<file path="src/rtl/pc_fetch_ctrl.sv">
// pc_fetch_ctrl: program-counter register and instruction fetch handshake.
// A two-state FSM (FETCH/HOLD) requests one instruction word at pc_atual,
// latches it on acknowledge, then waits for the pipeline to release the
// stall before loading the next PC supplied by the next-PC mux.
// Optional build macro: PC_ALIGN_CHECK_EN -- when defined, misaligned next-PC
// values are force-aligned to a word boundary and a sticky error flag is set.
module pc_fetch_ctrl #(
  parameter logic [31:0] RESET_VECTOR = 32'h0000_0000
) (
  input  logic        clock,
  input  logic        reset,
  input  logic [31:0] proximo_pc,
  input  logic        stall,
  input  logic        imem_ack,
  input  logic [31:0] imem_data,
  output logic        imem_req,
  output logic [31:0] imem_addr,
  output logic [31:0] pc_atual,
  output logic [31:0] pc_mais4,
  output logic [31:0] instrucao,
  output logic        instr_valida,
  output logic [31:0] contador_instr,
  output logic        erro_alinhamento
);

  typedef enum logic {
    FETCH = 1'b0,
    HOLD  = 1'b1
  } state_t;

  state_t      state_reg;
  state_t      state_next;
  logic [31:0] pc_reg;
  logic [31:0] instr_reg;
  logic        valid_reg;
  logic [31:0] count_reg;
  logic [31:0] pc_load;

  // A word arrives only while requesting; the PC advances only once the
  // held instruction has been released by the pipeline.
  logic take_word;
  logic advance_pc;

  assign take_word  = (state_reg == FETCH) && imem_ack;
  assign advance_pc = (state_reg == HOLD) && !stall;

`ifdef PC_ALIGN_CHECK_EN
  logic misaligned;
  logic align_err_reg;

  // Low two bits of the next PC are discarded so fetches stay word aligned.
  assign pc_load    = {proximo_pc[31:2], 2'b00};
  assign misaligned = |proximo_pc[1:0];

  // Sticky misalignment flag, cleared only by reset.
  always_ff @(posedge clock) begin
    if (reset) begin
      align_err_reg <= 1'b0;
    end else if (advance_pc && misaligned) begin
      align_err_reg <= 1'b1;
    end
  end

  assign erro_alinhamento = align_err_reg;
`else
  assign pc_load          = proximo_pc;
  assign erro_alinhamento = 1'b0;
`endif

  // State register.
  always_ff @(posedge clock) begin
    if (reset) begin
      state_reg <= FETCH;
    end else begin
      state_reg <= state_next;
    end
  end

  // Next-state logic: stall is irrelevant in FETCH, ack is irrelevant in HOLD.
  always_comb begin
    state_next = state_reg;
    case (state_reg)
      FETCH: if (imem_ack) state_next = HOLD;
      HOLD:  if (!stall)   state_next = FETCH;
      default: state_next = FETCH;
    endcase
  end

  // Output decode: request is asserted for the whole FETCH state.
  always_comb begin
    imem_req = 1'b0;
    if (state_reg == FETCH) begin
      imem_req = 1'b1;
    end
  end

  // Datapath registers: PC, fetched word, valid flag and update counter.
  always_ff @(posedge clock) begin
    if (reset) begin
      pc_reg    <= RESET_VECTOR;
      instr_reg <= 32'h0000_0000;
      valid_reg <= 1'b0;
      count_reg <= 32'h0000_0000;
    end else if (take_word) begin
      instr_reg <= imem_data;
      valid_reg <= 1'b1;
    end else if (advance_pc) begin
      pc_reg    <= pc_load;
      valid_reg <= 1'b0;
      count_reg <= count_reg + 32'd1;
    end
  end

  assign pc_atual       = pc_reg;
  assign imem_addr      = pc_reg;
  assign pc_mais4       = pc_reg + 32'd4;
  assign instrucao      = instr_reg;
  assign instr_valida   = valid_reg;
  assign contador_instr = count_reg;

endmodule

</file>
<file path="config.mk">
export PLATFORM = sky130hd
export DESIGN_NAME = pc_fetch_ctrl
export DESIGN_NICKNAME = d
export VERILOG_FILES = /design/src/rtl/pc_fetch_ctrl.sv
export SDC_FILE = /design/constraint.sdc
export NUM_CORES = 1
export LEC_CHECK = 0
export CAP_MARGIN = 20
export CORE_UTILIZATION = 36
export DETAILED_ROUTE_END_ITERATION = 7
export MAX_ROUTING_LAYER = met4
export PLACE_DENSITY = 0.76
export REMOVE_ABC_BUFFERS = 1
export SLEW_MARGIN = 20
export SYNTH_ARGS = -nofsm -noshare
export SYNTH_HDL_FRONTEND = slang
export SYNTH_SLANG_ARGS = --single-unit
</file>
<file path="constraint.sdc">
create_clock -name clock -period 1.75 [get_ports clock]
set_input_delay 0.175 -clock clock [delete_from_list [all_inputs] [get_ports clock]]
set_output_delay 0.175 -clock clock [all_outputs]
set_load 0.03 [all_outputs]
</file>
-- Word level (Yosys, flattened, before mapping)
Cells that the tools add are included.
- input port bits: 68
- register bits after elaboration: 98
- bitwise operators: 2
- reductions and logical operators: 5
- add/subtract/negate cells: 2
- muxes and demuxes: 6
- operator list (cell ; count):
    $add 32x1->32 const B ; 1
    $add 32x3->32 const B ; 1
    $mux 1 ; 5
    $logic_and 1x1->1 ; 2
    $not 1->1 ; 2
    $pmux 1 s2 ; 1
    $reduce_and 2->1 ; 1
    $reduce_bool 2->1 ; 1
    $logic_not 1->1 ; 1

-- Depth between registers and ports, before layout
Gate-level depths: netlist of run 1.
- depth in word-level cells: 4
- gate-level depth with buffers: 7
- gate-level depth less buffers: 5

-- Least setup slack after synthesis of run 1
Ideal clock, no wire load.
- path kind: flip-flop to output port
- start point: register pc_reg[8] (netlist: imem_addr[8])
- end point: output pc_mais4[23]
- data required time: 1.575 ns
- arrival: 2.131 ns
- cell stages (with the launch flop): 6
- slack: -0.556 ns
- buffers on the path: 1
- cell sequence: dfxtp_1 and4_1 clkbuf_1 nand4b_1 nor4_1 xor2_1
- longest elaborated chain between the ends: 1
- ends and longest elaborated chain (element ; line ; RTL):
    start: declaration ; 33 ; logic [31:0] pc_reg;
    start signal: assignment ; 108 ; pc_reg <= pc_load;
    $add 32x3->32 ; 116 ; assign pc_mais4 = pc_reg + 32'd4;
    end: declaration ; 19 ; output logic [31:0] pc_mais4,
No other way between the ends.

-- Final worst setup path of run 1
- start point: register pc_reg[11] (netlist: imem_addr[11])
- end point: output pc_mais4[23]
The elaborated chain is that of the path after synthesis.

==> flow_summary.ini, run 1 <==
[sta]
rsz0062_at_grt = yes
hold_viol = 0
final.min_clock_period_ns = 2.296
slew_viol_final = 0
worst-slew-pin-transition_ns = 0.5979
skew_ns = 0.007656
fin_ws_ns = -0.5464
setup_viol = 33
fin_crit_sh_pct = 131.2
slew_headroom_pct = 60.14
fmax_mhz = 435.5

[run_status]
status = finished with violations
violations = setup timing

[floorplanning]
pin_count = 231
rows = 40
start_util_pct = 37.39
dieArea_mm2 = 0.01308
die_height_um = 114.4
design.core.area_mm2 = 0.01216
die_w_um = 114.4

[setup_path]
crit_fanout = 5
worstSetupPathType = reg -> out
cp_cell_sequence = and4_4 > nand4b_1 > buf_6 > nor4_4 > xor2_1 > buf_4
crit_path_top_delay_cell = dfxtp_2
startpoint_type = register
worst_path_largest_cell_delay_ns = 0.33
worstPathRequired_ns = 1.57
critical_path_arrival_ns = 2.12
setup.worst_path.end_class = output pin

[placement]
gp_congestion = 0.8676
io_buffers = 229
dpl.hpwl_um = 10470
placedInstanceArea_mm2 = 0.007154
place_ws_ns = -0.4634
dp_cells = 985

[layout]
final_cells = 1025
final_net_count = 922
drive_above_1_share_pct = 25.44
layout_common_cells = clkdlybuf4s50_1 (191), nand2_1 (152), buf_4 (94)
stdcell_area_mm2 = 0.008162
syn_to_final_growth_pct = 79.50
diodes = 0
final_common_cell = clkdlybuf4s50_1

[synth]
synthSimpleGateAreaFrac_pct = 27.02
synth_xor_area_share_pct = 7.320
synth_cells = 583
ys.flop_type = dfxtp_1
synth_mux_area_share_pct = 0
synth_warnings = 0
synthAdderAreaFrac_pct = 0.5504
syn_area_mm2 = 0.004547
postSynth.asyncResetShare_pct = 0
seq_area_frac_synth_pct = 43.15
ys_ff_latch = 98
synth_top_family_by_area = simple AND/OR/NAND/NOR gates
synth.avg_cell_area_um2 = 7.799
synth_compound_area_share_pct = 12.60
yosysUniqueCellTypes = 31
synth_edf_count = 0

[pwr]
peakVddDrop_mv = 0.6287
p_per_area_mw_per_mm2 = 672.1
p_leak_nw = 3.325

[global_routing]
gr-usage-met2_pct = 40.73
met1_usage_pct = 26.92
antenna_found_initial = 0
busiest_layer = met2
grt_max_degree = 51
grt_pass1_wl_um = 24030
track_usage_pct = 23.85
grt_pass1_vias = 4904
gr-usage-met3_pct = 4.923
grt-ovfl-total = 0

[drt]
vias = 5167
drc = 0
drtAntennaViolNets = 0
wl_um = 16210
routedWlPerCell_um = 15.82
drtIter0Drc = 330
vias_per_cell = 5.041
dr.pass1.iters = 4

[cts]
cts_buffers = 9
clock-sinks = 98
clkTransAtPathRegs_ns = 0.07
postCtsHoldBufs = 0
cts_root_buffer = clkbuf_16
clk_path_buf_depth = 2
htree_levels = 3
clock_latency_ns = 0.35
cts_tree = done

[min_path]
worstHoldPathType = in -> reg

[run]
maxCapViolCount = 0
==> metrics by stage <==
stage	setup TNS, ns	hold WS, ns	power (W)	utilization, %
after CTS	-5.967	0.3581	0.005503	64.60
after global placement	-5.090	0.4413	0.003345	58.83
after floorplan	-27.89	0.2441	0.002824	-
after global routing	-9.834	0.3723	0.005681	67.11
after detailed placement	-6.151	0.4478	0.003363	58.83
final	-7.559	0.3678	0.005485	67.11
==> final cells by class <==
| class | count | area, um2 |
|---|---|---|
| clock buffer | 9 | 225.2 |
| clock inverter | 7 | 100.1 |
| fill | 933 | 4000 |
| inverter | 9 | 33.78 |
| multi-input combinational | 410 | 2540 |
| sequential | 98 | 1991 |
| tap | 168 | 210.2 |
| timing repair buffer | 324 | 3062 |
==> worst max-delay path, delay by kind of cell, from the launching register on <==
| family | cells | cell delay, ns |
|---|---|---|
| buffers and inverters | 2 | 0.45 |
| DFF | 1 | 0.33 |
| xor gates and xnor gates | 1 | 0.31 |
| and+or+nand+nor | 3 | 0.68 |
==> metal layers <==
layer | vias to the layer above | routed length [um]
met4 | 0 | 526
met1 | 2436 | 6477
met2 | 199 | 8279
met5 | - | 0
li1 | 2484 | -
met3 | 48 | 930
==> report_power, final <==
group | internal, W | switching [W]
sequential | 0.00230 | 0.0000466
clock | 0.00127 | 0.000886
combinational | 0.000442 | 0.000542
==> Yosys cell counts, types with 3 or more instances <==
master,n,area share [%]
or3_1,8,1.1
buf_4,35,5.8
o21ai_0,8,0.88
dfxtp_1,98,43
clkbuf_1,29,2.4
nor2_1,14,1.2
and2_1,3,0.41
nor2b_1,3,0.41
o31ai_1,13,2.1
or4_1,13,2.1
nand3_1,18,2.0
xnor2_1,15,2.9
and4_1,10,1.9
and3_1,5,0.69
nor3_1,14,1.5
inv_1,9,0.74
nand4_1,12,1.7
a21oi_1,87,9.6
xor2_1,23,4.4
nand2_1,153,13
==> logic make-up (layout without fill, tap and decap cells) <==
| logic type | Yosys count | count (layout) |
|---|---|---|
| other cells | 1 | 1 |
| xor+xnor | 38 | 38 |
| buf+inv | 75 | 349 |
| simple gates | 261 | 261 |
| fa+ha+maj | 2 | 2 |
| flops | 98 | 98 |
| compound gates | 108 | 108 |
==> worst paths after layout <==
check | startpoint | to | slack (ns) | cells after the start
hold / removal | proximo_pc[10] | imem_addr[10] | 0.37 | 3
setup / recovery | imem_addr[11] | pc_mais4[23] | -0.55 | 6
hold reg to reg | instrucao[25] | instrucao[25] | 0.45 | 2
setup reg to reg | contador_instr[6] | contador_instr[21] | -0.10 | 5
==> timing repair <==
action,CTS,global route
pin swaps,32,39
setup buffers,11,12
setup endpoints to repair,41,52
cloned,2,0
gates resized for setup,76,57
(Power assumes the default switching activity.)
==> run 2: changes to the inputs <==
- CORE_UTILIZATION: 36 -> 43
- PLACE_DENSITY: 0.76 -> 0.86
- clock period: 1.75 -> 2.85 ns (I/O delays scaled with it)
==> run 2 against run 1 <==
Compared with the run above: first-iteration DRC count is 28% lower; utilization rose by 0.63 points; non-clock buffer count is 82 lower; sequential power down 38%; hold slack better by 0.092 ns; critical path depth unchanged; the run now ends clean; register-to-register slack gained 0.91 ns; die area down 16%; largest power group unchanged; global-route usage up 0.47 points; largest cell class unchanged; final cell count is 11% lower.
==> flow_summary.ini, run 2 (same netlist as run 1, synthesis figures left out) <==
[global_routing]
track_usage_pct = 24.32
grt_pass1_vias = 4401
grt_pass1_wl_um = 21180
grt_max_degree = 53
grt-ovfl-total = 0
antenna_found_initial = 0

[drt]
dr.pass1.iters = 5
drc = 0
wl_um = 13270
drtIter0Drc = 238
drtAntennaViolNets = 0
vias_per_cell = 5.245
vias = 4778
routedWlPerCell_um = 14.57

[sta]
skew_ns = 0.008303
final.min_clock_period_ns = 2.660
fin_crit_sh_pct = 93.32
slew_headroom_pct = 58.88
setup_viol = 0
rsz0062_at_grt = no
fmax_mhz = 376.0
worst-slew-pin-transition_ns = 0.6146
fin_tns_setup_ns = 0
hold_viol = 0
slew_viol_final = 0

[layout]
diodes = 0
final_net_count = 840
num-fill-cells = 829
layout_common_cells = clkdlybuf4s50_1 (212), nand2_1 (152), dfxtp_1 (98)
final_common_cell = clkdlybuf4s50_1
syn_to_final_growth_pct = 53.11
final_cells = 911
stdcell_area_mm2 = 0.006962
drive_above_1_share_pct = 4.516

[floorplanning]
die_height_um = 104.8
design.core.area_mm2 = 0.01028
rows = 37
dieArea_mm2 = 0.01099
die_w_um = 104.8
start_util_pct = 44.24
pin_count = 231

[setup_path]
crit_path_top_delay_cell = clkdlybuf4s50_1
cp.depth = 6
cp_cell_sequence = and4_1 > nand4b_1 > buf_4 > nor2_1 > xor2_1 > clkdlybuf4s50_1
worst_path_largest_cell_delay_ns = 0.69
worstSetupPathType = reg -> out
crit_path_start = imem_addr[5]
worstPathRequired_ns = 2.57
critical_path_arrival_ns = 2.37
startpoint_type = register
setup.worst_path.end_class = output pin
cpLargestDelayFamily = buffers and inverters
cp-endpoint = pc_mais4[15]
reg2reg_depth = 6
r2r_slack_ns = 0.81
r2r_start = contador_instr[0]
timing.rr.end = contador_instr[22]
path_buf_inv = 2
crit_fanout = 9

[cts]
cts_tree = done
cts_root_buffer = clkbuf_8
clock_latency_ns = 0.35
clk_path_buf_depth = 2
clock-sinks = 98
clkTransAtPathRegs_ns = 0.10
htree_levels = 3
cts_buffers = 9

[pwr]
p_per_area_mw_per_mm2 = 433.2
peakVddDrop_mv = 0.3302
p_leak_nw = 2.618

[run_status]
status = completed

[min_path]
worstHoldPathType = reg -> reg

[placement]
dp_cells = 893
placedInstanceArea_mm2 = 0.006704
io_buffers = 229
dpl.hpwl_um = 9823
gp_congestion = 0.9017

[run]
maxCapViolCount = 0
[run 2: where the power goes]
part / leakage [nW] / switching (W) / internal (W)
clock: 0.109 / 0.000488 / 0.000520
sequential: 0.797 / 0.0000415 / 0.00142
combinational: 1.71 / 0.000303 / 0.000247
[run 2: what timing repair did]
| item | CTS | global route |
|---|---|---|
| setup buffers | 1 | 1 |
| resized for setup | 7 | 9 |
| hold buffers | 0 | 0 |
| pin swaps | 1 | 1 |
| setup endpoints to repair | 12 | 10 |
| gates cloned | 0 | 0 |
[run 2: worst min path at each step]
stage	start	end	slack, ns	depth (start not counted)
6_report	instrucao[28]	instrucao[28]	0.46	2
5_1_grt	imem_data[15]	instrucao[15]	0.47	3
4_1_cts	imem_data[10]	instrucao[10]	0.45	3
3_5_place_dp	instrucao[28]	instrucao[28]	0.45	2
3_3_place_gp	instrucao[6]	instrucao[6]	0.44	2
2_1_floorplan	reset	contador_instr[11]	0.35	1
[run 2: metal layers]
metal  global-route usage, %  share of wire, %  vias to the layer above
met5                       -                 0                        -
met4                   10.76               3.1                        0
met3                   3.618               5.7                       37
met2                   41.11                50                      195
met1                   28.67                42                     2230
li1                        -                 -                     2316
[run 2: final cells by class]
cell class,instances,area [um2],share of cell area (%)
Timing Repair Buffer,242,2399,34.45
Sequential cell,98,1962,28.18
Multi-Input combinational cell,410,2171,31.18
Clock buffer,10,137.6,1.977
Clock inverter,6,88.84,1.276
Inverter,9,33.78,0.4853
Tap cell,136,170.2,2.444
[run 2: worst reg2reg max path, stage by stage (launching register included)]
cell and delay (ns):
dfxtp_1 0.41, ha_1 0.20, and4b_1 0.36, nand4_1 0.12, buf_4 0.21, or4_1 0.51, a21oi_1 0.15
[run 2: metrics by stage]
step	hold WS [ns]	power (W)	setup WS, ns	util, %
final	0.4593	0.003016	0.1903	67.74
after global placement	0.4406	0.002031	0.2209	65.23
after CTS	0.4539	0.003033	0.008212	67.42
after detailed placement	0.4482	0.002041	0.1105	65.23
after global routing	0.4702	0.003131	0.07577	67.74
after floorplan	0.3541	0.001734	0.3036	-
==> run 3: changes to the inputs <==
- CELL_PAD_IN_SITES_DETAIL_PLACEMENT: unset -> 1
- CELL_PAD_IN_SITES_GLOBAL_PLACEMENT: unset -> 1
- CORE_UTILIZATION: 43 -> 30
- GPL_ROUTABILITY_DRIVEN: unset -> 0
- PLACE_DENSITY: 0.86 -> unset
- PLACE_DENSITY_LB_ADDON: unset -> 0.1
==> run 3 against run 2 <==
Compared with the run above: the flow now finishes with violations (DRC); sequential cell count did not move; combinational power rose by 2%; clock power increased by 26%; wire length is 13% higher; final cell count rose by 5.3%; sequential share of layout area shrank 0.65 points; global-route usage down 4.8 points; fmax fell by 1.3%; die area up 42%; worst setup slack worse by 0.035 ns; non-clock buffer count unchanged; critical path type unchanged; largest cell class unchanged; highest routed layer unchanged.
==> flow_summary.ini, run 3 (same netlist as run 1, synthesis figures left out) <==
[setup_path]
cp_cell_sequence = and4_1 > nor2b_1 > and4_1 > xor2_1 > clkdlybuf4s50_1
cpLargestDelayFamily = simple AND/OR/NAND/NOR gates
worst_path_largest_cell_delay_ns = 0.69
path_buf_inv = 1
critical_path_arrival_ns = 2.41
cp_common_cell = and4_1
crit_path_top_delay_cell = clkdlybuf4s50_1
worstPathRequired_ns = 2.57
startpoint_type = register
worstSetupPathType = reg -> out
setup.worst_path.end_class = output pin
crit_fanout = 5

[drt]
wl_um = 15050
vias = 4786
routedWlPerCell_um = 15.69
dr.pass1.iters = 7
drtAntennaViolNets = 0
drtIter0Drc = 232
drc = 44
vias_per_cell = 4.991

[pwr]
p_per_area_mw_per_mm2 = 461.1
pwr-share-seq_pct = 44.3
p_leak_nw = 2.637
clockPowerShare_pct = 38.7
pwr-share-comb_pct = 17.0
peakVddDrop_mv = 0.2823
swShare_pct = 27.53
switchingPower_w = 0.0009047
p_int_w = 0.002381

[cts]
clk_path_buf_depth = 2
postCtsHoldBufs = 0
cts_setup_buffers = 0
cts_root_buffer = clkbuf_16
clkTransAtPathRegs_ns = 0.07
cts_tree = done
htree_levels = 3
cts_buffers = 9
clock_latency_ns = 0.35
clock-sinks = 98

[min_path]
worstHoldPathType = in -> reg

[floorplanning]
dieArea_mm2 = 0.01565
rows = 44
die_w_um = 125.1
start_util_pct = 31.05
design.core.area_mm2 = 0.01464
die_height_um = 125.1
pin_count = 231

[sta]
skew_ns = 0.005019
final.min_clock_period_ns = 2.695
setup_viol = 0
hold_viol = 0
fin_tns_setup_ns = 0
fin_crit_sh_pct = 94.55
slew_headroom_pct = 65.81
worst-slew-pin-transition_ns = 0.5129
fmax_mhz = 371.1
rsz0062_at_grt = no
slew_viol_final = 0

[global_routing]
grt_pass1_wl_um = 23750
track_usage_pct = 19.50
grt_max_degree = 99
antenna_found_initial = 0
grt_pass1_vias = 4660
grt-ovfl-total = 0

[layout]
diodes = 0
syn_to_final_growth_pct = 56.71
stdcell_area_mm2 = 0.007126
num-fill-cells = 1751
final_common_cell = clkdlybuf4s50_1
layout_common_cells = clkdlybuf4s50_1 (214), nand2_1 (153), dfxtp_1 (98)
drive_above_1_share_pct = 4.516
final_net_count = 840
fin_util_pct = 48.66

[placement]
dpl.hpwl_um = 10760
io_buffers = 229
placedInstanceArea_mm2 = 0.006777

[run_status]
status = finished with violations
violations = DRC

[run]
maxCapViolCount = 0
-- run 3: changes by cell type in the layout (fill, tap and decap cells not counted), sizes merged --
| cell | change |
|---|---|
| clkinvlp | -2 |
| clkdlybuf4s50 | +2 |
| bufinv | -1 |
| dlymetal6s2s | -2 |
| clkinv | +3 |
-- run 3: final timing paths --
path | from | end | slack [ns] | cells after the start
worst min-delay path | reset | instrucao[17] | 0.38 | 2
worst min register to register | instrucao[17] | instrucao[17] | 0.45 | 2
worst max-delay path | imem_addr[7] | pc_mais4[11] | 0.16 | 5
worst max register to register | contador_instr[3] | contador_instr[31] | 0.84 | 4
-- run 3: cell type report --
type                    count  area, um2  area share, %
clock inverters             6      73.82          1.036
multi-input cells         410       2171          30.47
clock buffers              10      239.0          3.354
inverters                   9      33.78         0.4741
repair buffers            242       2416          33.91
flip-flops and latches     98       1962          27.53
well taps                 184      230.2          3.231
-- run 3: routing by layer --
layer / GRT usage (%) / vias to the layer above / wire [um]
met5: - / - / 0
met4: 7.819 / 0 / 282
met3: 4.493 / 16 / 992
met2: 33.49 / 144 / 7406
met1: 21.85 / 2304 / 6368
li1: - / 2322 / -
-- run 3: timing repair --
action | CTS | global route
setup endpoints to repair | 7 | 7
gates cloned | 0 | 0
gates resized for setup | 7 | 7
-- run 3: worst register-to-register path, delay by kind of cell, from the launching register on --
| family | cells | cell delay, ns |
|---|---|---|
| simple gates | 3 | 1.35 |
| flops | 1 | 0.46 |
| compound gates | 1 | 0.14 |
-- run 3: per-stage QoR --
stage / power (W) / std cells / hold WS [ns] / setup slack, ns
3_5_place_dp: 0.002052 / 942 / 0.4486 / 0.2889
6_report: 0.003286 / 959 / 0.3849 / 0.1554
4_1_cts: 0.003331 / 958 / 0.4587 / 0.003285
2_1_floorplan: 0.001734 / 517 / 0.3541 / 0.3036
3_3_place_gp: 0.002040 / 942 / 0.4417 / 0.4028
5_1_grt: 0.003413 / 959 / 0.4188 / 0.04342
-- run 3: power by group through the flow --
stage / Clock [W] / Sequential, W / Combinational (W)
floorplan: 0 / 0.00161 / 0.000125
global placement: 0 / 0.00148 / 0.000556
detailed placement: 0 / 0.00149 / 0.000563
CTS: 0.00131 / 0.00146 / 0.000563
global route: 0.00136 / 0.00146 / 0.000593
finish: 0.00127 / 0.00146 / 0.000560
